==> config.mk <==
export PLATFORM = sky130hd
export DESIGN_NAME = tlul_adapter_slave_q
export DESIGN_NICKNAME = d
export VERILOG_FILES = /design/src/rtl/tlul_adapter_slave_q_pkg.sv /design/src/rtl/tlul_adapter_slave_q_fifo.sv /design/src/rtl/tlul_rsp_intg_gen.sv /design/src/rtl/tlul_adapter_slave_q.sv
export SDC_FILE = /design/constraint.sdc
export NUM_CORES = 1
export LEC_CHECK = 0
export CAP_MARGIN = 10
export CORE_MARGIN = 2
export CORE_UTILIZATION = 35
export DETAILED_ROUTE_END_ITERATION = 10
export PLACE_DENSITY_LB_ADDON = 0.12
export SYNTH_ARGS = -nofsm -noshare
export SYNTH_HDL_FRONTEND = slang
export SYNTH_SLANG_ARGS = --single-unit
==> constraint.sdc <==
create_clock -name clk_i -period 2.92 [get_ports clk_i]
set_clock_uncertainty 0.2 [all_clocks]
set_input_delay 0.584 -clock clk_i [delete_from_list [all_inputs] [get_ports clk_i]]
set_output_delay 0.584 -clock clk_i [all_outputs]
set_load 0.01 [all_outputs]
==> src/rtl/tlul_adapter_slave_q_pkg.sv <==
// tlul_adapter_slave_q_pkg: bus types, core-side addresses and queue entry types for the queued TL-UL slave adapter
package tlul_adapter_slave_q_pkg;
  localparam int TL_AW = 32;
  localparam int TL_DW = 32;
  localparam int TL_DBW = TL_DW / 8;
  localparam logic [TL_AW-1:0] ADAPTER_ADDRESS = 32'h0001_0000;
  localparam logic [TL_AW-1:0] STATUS_ADDRESS = 32'h0001_0008;
  localparam logic [TL_AW-1:0] MASTER_ADDRESS = 32'h0001_0010;
  typedef enum logic [2:0] {PutFullData = 3'h0, PutPartialData = 3'h1, Get = 3'h4} tl_a_op_e;
  typedef enum logic [2:0] {AccessAck = 3'h0, AccessAckData = 3'h1} tl_d_op_e;
  typedef struct packed {
    logic [6:0] rsp_intg;
    logic [6:0] data_intg;
  } tl_d_user_t;
  typedef struct packed {
    logic a_valid;
    tl_a_op_e a_opcode;
    logic [2:0] a_param;
    logic [1:0] a_size;
    logic [7:0] a_source;
    logic [TL_AW-1:0] a_address;
    logic [TL_DBW-1:0] a_mask;
    logic [TL_DW-1:0] a_data;
    logic d_ready;
  } tl_h2d_t;
  typedef struct packed {
    logic d_valid;
    tl_d_op_e d_opcode;
    logic [2:0] d_param;
    logic [1:0] d_size;
    logic [7:0] d_source;
    logic d_sink;
    logic [TL_DW-1:0] d_data;
    tl_d_user_t d_user;
    logic d_error;
    logic a_ready;
  } tl_d2h_t;
  typedef struct packed {
    logic [TL_DW-1:0] data;
    logic [7:0] source;
    tl_a_op_e opcode;
  } req_entry_t;
  typedef struct packed {
    logic [7:0] source;
    tl_a_op_e opcode;
  } pend_entry_t;
  function automatic logic [TL_DW-1:0] bytemask(input logic [TL_DBW-1:0] be);
    for (int i = 0; i < TL_DBW; i++) bytemask[8*i+:8] = {8{be[i]}};
  endfunction
  function automatic logic [6:0] intg_fold(input logic [63:0] x);
    intg_fold = '0;
    for (int i = 0; i < 64; i++) intg_fold[i%7] ^= x[i];
  endfunction
endpackage

==> src/rtl/tlul_adapter_slave_q_fifo.sv <==
// tlul_adapter_slave_q_fifo: synchronous FIFO with occupancy count
//   push/wdata : enqueue (caller guarantees not full)
//   pop/rdata  : dequeue, rdata shows the head (caller guarantees not empty)
//   count      : current occupancy, 0..Depth
module tlul_adapter_slave_q_fifo #(
  parameter type T = logic,
  parameter int unsigned Depth = 4,
  localparam int unsigned CW = $clog2(Depth + 1),
  localparam int unsigned PW = (Depth > 1) ? $clog2(Depth) : 1
) (
  input  logic          clk_i,
  input  logic          rst_ni,
  input  logic          push,
  input  T              wdata,
  input  logic          pop,
  output T              rdata,
  output logic [CW-1:0] count
);
  T mem [Depth];
  logic [PW-1:0] wptr, rptr;
  function automatic logic [PW-1:0] inc(input logic [PW-1:0] p);
    return (p == PW'(Depth - 1)) ? '0 : p + 1'b1;
  endfunction
  always_ff @(posedge clk_i or negedge rst_ni)
    if (!rst_ni) begin
      wptr <= '0;
      rptr <= '0;
      count <= '0;
    end else begin
      if (push) wptr <= inc(wptr);
      if (pop) rptr <= inc(rptr);
      count <= count + CW'(push) - CW'(pop);
    end
  always_ff @(posedge clk_i)
    if (push) mem[wptr] <= wdata;
  assign rdata = mem[rptr];
endmodule

==> src/rtl/tlul_rsp_intg_gen.sv <==
// tlul_rsp_intg_gen: appends response and data integrity to a D-channel beat
//   tl_i : raw device response
//   tl_o : same response with d_user integrity filled in
module tlul_rsp_intg_gen
  import tlul_adapter_slave_q_pkg::*;
(
  input  tl_d2h_t tl_i,
  output tl_d2h_t tl_o
);
  always_comb begin
    tl_o = tl_i;
    tl_o.d_user.data_intg = intg_fold(64'(tl_i.d_data));
    tl_o.d_user.rsp_intg = intg_fold(64'({tl_i.d_opcode, tl_i.d_size, tl_i.d_source, tl_i.d_sink, tl_i.d_error}));
  end
endmodule

==> src/rtl/tlul_adapter_slave_q.sv <==
// tlul_adapter_slave_q: queued TL-UL device adapter letting a core serve up to ReqDepth outstanding requests
//   clk_i, rst_ni          : clock, async active-low reset
//   req_i/gnt_o/addr_i/we_i/wdata_i/be_i : core data-bus request
//   valid_o/rdata_o/err_o  : core response, one cycle after grant
//   irq_o                  : request queue non-empty
//   tl_i/tl_o              : TL-UL device port
//   TLUL_ADAPTER_SLAVE_Q_ERR_RSP_EN : writes to MasterAddr+4 answer with d_error
module tlul_adapter_slave_q
  import tlul_adapter_slave_q_pkg::*;
#(
  parameter int unsigned ReqDepth = 4,
  parameter logic [TL_AW-1:0] AdapterAddr = ADAPTER_ADDRESS,
  parameter logic [TL_AW-1:0] MasterAddr = MASTER_ADDRESS,
  parameter logic [TL_AW-1:0] StatusAddr = STATUS_ADDRESS
) (
  input  logic              clk_i,
  input  logic              rst_ni,
  input  logic              req_i,
  output logic              gnt_o,
  input  logic [TL_AW-1:0]  addr_i,
  input  logic              we_i,
  input  logic [TL_DW-1:0]  wdata_i,
  input  logic [TL_DBW-1:0] be_i,
  output logic              valid_o,
  output logic [TL_DW-1:0]  rdata_o,
  output logic              err_o,
  output logic              irq_o,
  input  tl_h2d_t           tl_i,
  output tl_d2h_t           tl_o
);
  localparam int unsigned CW = $clog2(ReqDepth + 1);
  localparam logic [CW:0] MaxOut = (CW + 1)'(ReqDepth);
  req_entry_t req_in, req_head;
  pend_entry_t pend_in, pend_head;
  logic [CW-1:0] req_cnt, pend_cnt;
  logic a_ready, push_req, is_pop, is_stat, is_rsp, is_ersp, pop_ok, d_beat, pend_pop;
  logic unused_tl;
  tl_d2h_t tl_raw;
  // A slot stays reserved from bus acceptance until the core's answer leaves on D
  assign a_ready = ({1'b0, req_cnt} + {1'b0, pend_cnt}) < MaxOut;
  assign push_req = tl_i.a_valid & a_ready;
  assign req_in = '{data: tl_i.a_data, source: tl_i.a_source, opcode: tl_i.a_opcode};
  assign pend_in = '{source: req_head.source, opcode: req_head.opcode};
  assign is_pop = req_i & ~we_i & (addr_i == AdapterAddr);
  assign is_stat = req_i & ~we_i & (addr_i == StatusAddr);
  assign is_rsp = req_i & we_i & (addr_i == MasterAddr);
`ifdef TLUL_ADAPTER_SLAVE_Q_ERR_RSP_EN
  localparam logic [TL_AW-1:0] ErrAddr = MasterAddr + TL_AW'(4);
  assign is_ersp = req_i & we_i & (addr_i == ErrAddr);
`else
  assign is_ersp = 1'b0;
`endif
  assign pop_ok = is_pop & (req_cnt != '0);
  assign d_beat = (is_rsp | is_ersp) & (pend_cnt != '0);
  // A response write is only granted once the host takes the D beat
  assign gnt_o = req_i & (~d_beat | tl_i.d_ready);
  assign pend_pop = d_beat & tl_i.d_ready;
  assign irq_o = req_cnt != '0;
  assign unused_tl = ^{tl_i.a_param, tl_i.a_size, tl_i.a_address, tl_i.a_mask};
  tlul_adapter_slave_q_fifo #(.T(req_entry_t), .Depth(ReqDepth)) u_req_q (
    .clk_i(clk_i), .rst_ni(rst_ni), .push(push_req), .wdata(req_in),
    .pop(pop_ok), .rdata(req_head), .count(req_cnt)
  );
  tlul_adapter_slave_q_fifo #(.T(pend_entry_t), .Depth(ReqDepth)) u_pend_q (
    .clk_i(clk_i), .rst_ni(rst_ni), .push(pop_ok), .wdata(pend_in),
    .pop(pend_pop), .rdata(pend_head), .count(pend_cnt)
  );
  always_ff @(posedge clk_i or negedge rst_ni)
    if (!rst_ni) begin
      valid_o <= 1'b0;
      rdata_o <= '0;
      err_o <= 1'b0;
    end else begin
      valid_o <= gnt_o;
      rdata_o <= pop_ok ? req_head.data : is_stat ? {16'h0, 8'(pend_cnt), 8'(req_cnt)} : '0;
      err_o <= gnt_o & ~(pop_ok | is_stat | d_beat);
    end
  always_comb begin
    tl_raw = '0;
    tl_raw.a_ready = a_ready;
    tl_raw.d_valid = d_beat;
    tl_raw.d_opcode = !d_beat ? AccessAck : (pend_head.opcode == Get) ? AccessAckData : AccessAck;
    tl_raw.d_size = d_beat ? 2'd2 : 2'd0;
    tl_raw.d_source = d_beat ? pend_head.source : '0;
    tl_raw.d_data = (d_beat & ~is_ersp) ? (wdata_i & bytemask(be_i)) : '0;
    tl_raw.d_error = d_beat & is_ersp;
  end
  tlul_rsp_intg_gen u_intg (.tl_i(tl_raw), .tl_o(tl_o));
endmodule
==> key figures <==
Run status
  – Status: complete, but fails checks
  – Failing checks: setup timing

STA
  – Final setup violation count: 24
  – Minimum clock period after layout: 3.04 ns
  – Final clock period utilization by the worst path: 1.04
  – Setup ws final: -0.120 ns
  – WHS: 0.277 ns
  – Final Hold Vio Count: 0
  – Max-slew violations: 0
  – F_max: 0.329 GHz
  – RSZ-0062 raised after global routing: true

Worst hold path
  – Hold Path Class: in2reg
  – Min-Delay Endpoint: err_o
  – Hold path cells: 3
  – Min-delay src: req_i

Synthesis
  – Mean Syn Cell Area: 18.3 um2
  – Yosys cell types: 45
  – Cells after synthesis: 584
  – Post-synthesis sequential area ratio: 0.721
  – Area of the mapped netlist: 10700 um2
  – Syn. warnings: 0
  – EDFF count, synth: 216
  – Ys async rst share: 0.182
  – Top_reg_cell synth: edfxtp_1
  – Register bit total from synthesis: 264

GRT
  – Vias in the first global route: 6620
  – Antenna violations before repair: 3
  – Gr usage total: 0.156
  – GRT overflow: 0
  – First-pass GRT wire length: 37.6 mm
  – Pin count of the biggest net entering global routing: 34

CTS
  – Num CTS Buffers: 27
  – CTS tree: yes
  – Htree depth: 1
  – TritonCTS Sinks: 264
  – Later-pin clock latency in the skew report: 0.52 ns
  – CTS root buf: clkbuf_16
  – Bufs on Longest Clock Path: 3
  – Worst-path clk slew: 0.06 ns

Worst setup path
  – Crit Reg-Reg Startpoint: u_pend_q.count[2]
  – Nature of the critical path endpoint: output port
  – Slowest stage delay, CP: 0.28 ns
  – Crit path DAT: 2.26 ns
  – Worst-case reg-to-reg path depth: 11
  – CP Launch Type: input port
  – Crit-path max FO: 4
  – Critical-path top delay cell: nor4_2
  – Critical Path Start: addr_i[13]
  – Setup CP Type: in2out
  – Worst flop-to-flop path endpoint: u_req_q.count[2]
  – CP required: 2.14 ns
  – Ordered list of cells on the worst path: clkdlybuf4s15_1 -> nor4_2 -> nand4_1 -> nand3b_4 -> buf_12 -> clkinv_8 -> buf_8 -> buf_8 -> buf_6 -> and3_4 -> buf_6
  – Reg2reg setup slack: 0.26 ns

Drt
  – Antenna viol nets, final: 0
  – Total number of vias: 6194
  – Pre-antenna DRT Iters: 4
  – Remaining DRCs: 0
  – DR WL/cell: 19.7 um
  – Vias per Instance: 4.75
  – WL final: 25.7 mm
  – Iteration-0 DRC Markers: 270

Place
  – I/O Buffers: 210
  – Dpl hpwl: 17.0 mm
  – Final GP Congestion: 0.886

Final layout
  – Fraction of layout cells with a size suffix above 1: 0.388
  – Commonest non-fill, non-tap cell in the layout: edfxtp_1
  – Syn-to-layout area delta: 43.6%
  – Commonest cells after routing, fill and taps aside: edfxtp_1 (216), clkdlybuf4s50_1 (113), buf_4 (68)
  – Final Core Density: 0.514
  – Layout Nets: 1068

Power and ir drop
  – Leakage: 5.69 nW
  – Total power: 7.86 mW
  – Peak supply drop: 0.437 mV
  – PD cells: 513 nW/um2

Floorplanning
  – Chip Width: 179 um
  – Core Rows: 63
  – IO Pins: 260
  – Die height: 179 um
  – Initial Util: 0.358
  – Core box area: 29800 um2
  – Die area: 31900 um2

Flow run
  – Max-cap violations: 0
[worst max-delay path by stage]
stage                  endpoint  slack [ns]  cells after the start
6_report               tl_o[16]       -0.12                     11
5_1_grt                tl_o[16]       -0.19                     11
3_3_place_gp           tl_o[24]       -0.84                      7
2_1_floorplan  u_req_q.count[2]        0.03                     11
3_5_place_dp           tl_o[55]       -0.85                      7
4_1_cts                tl_o[41]       -0.24                     11
[Yosys cell counts, types with 13 or more instances]
| cell | count | share of area |
|---|---|---|
| inv_1 | 14 | 0.0049 |
| edfxtp_1 | 216 | 0.61 |
| dfrtp_1 | 48 | 0.11 |
| clkbuf_1 | 13 | 0.0046 |
| nor2_1 | 40 | 0.014 |
| and3_1 | 14 | 0.0082 |
| mux4_2 | 50 | 0.11 |
| xnor2_1 | 14 | 0.011 |
| ha_1 | 16 | 0.019 |
| nand2_1 | 29 | 0.010 |
| and2_1 | 39 | 0.023 |
| buf_4 | 17 | 0.012 |
[power breakdown]
group          total (mW)  internal (mW)  switching [mW]
Sequential           4.07           4.06        0.000388
Clock                3.44           2.05            1.39
Combinational       0.351          0.204           0.147
[final cells by class]
type	instances	area (um2)
timing repair buffer	312	3030
clock inverter	15	174
antenna	2	5.00
tap	390	488
sequential	264	7690
fill	2460	14500
clock buffer	35	736
inverter	15	68.8
multi-input combinational	272	3120
[critical path, delay by kind of cell]
family,cells,cell delay [ns]
simple gates,4,0.91
buf+inv,7,0.77
[repair_timing]
item,CTS,global route
pin swaps,30,28
buffers inserted,34,6
hold buffers,1,0
gates resized for setup,385,95
hold endpoints to repair,14,0
gates cloned,2,1
setup endpoints to repair,61,60
[registers in the layout, summed over array words and instances (netlist names)]
signal	cells
u_req_q.mem	172
u_pend_q.mem	44
rdata_o	32
u_pend_q.count	3
u_req_q.count	3
u_pend_q.rptr	2
u_pend_q.wptr	2
u_req_q.rptr	2
u_req_q.wptr	2
err_o	1
valid_o	1
[cells by family after synthesis]
family                   synth area share
AO/OA/AOI/OAI                     0.00974
XOR/XNOR                           0.0273
adder cells (fa/ha/maj)            0.0225
buffers and inverters              0.0271
flip-flops                          0.721
multiplexers                        0.116
other                            0.000352
AND/OR/NAND/NOR                    0.0761
[metal layers]
| layer | track usage | wire length (um) | vias up |
|---|---|---|---|
| met5 | 0 | 12 | - |
| met4 | 0.0396 | 573 | 2 |
| met3 | 0.0379 | 1890 | 46 |
| met2 | 0.287 | 13100 | 230 |
| met1 | 0.183 | 10200 | 3100 |
| li1 | - | - | 2816 |
[through the flow]
stage / worst slack, ns / setup TNS [ns] / cell area [um2] / cells
floorplan: 0.0261 / 0 / 10700 / 591
global placement: -0.845 / -73.59 / 13700 / 1219
detailed placement: -0.851 / -71.25 / 13700 / 1219
CTS: -0.237 / -6.63 / 14900 / 1303
global route: -0.193 / -3.47 / 15300 / 1304
finish: -0.120 / -1.24 / 15300 / 1305
Power figures use the tool's default switching activity.
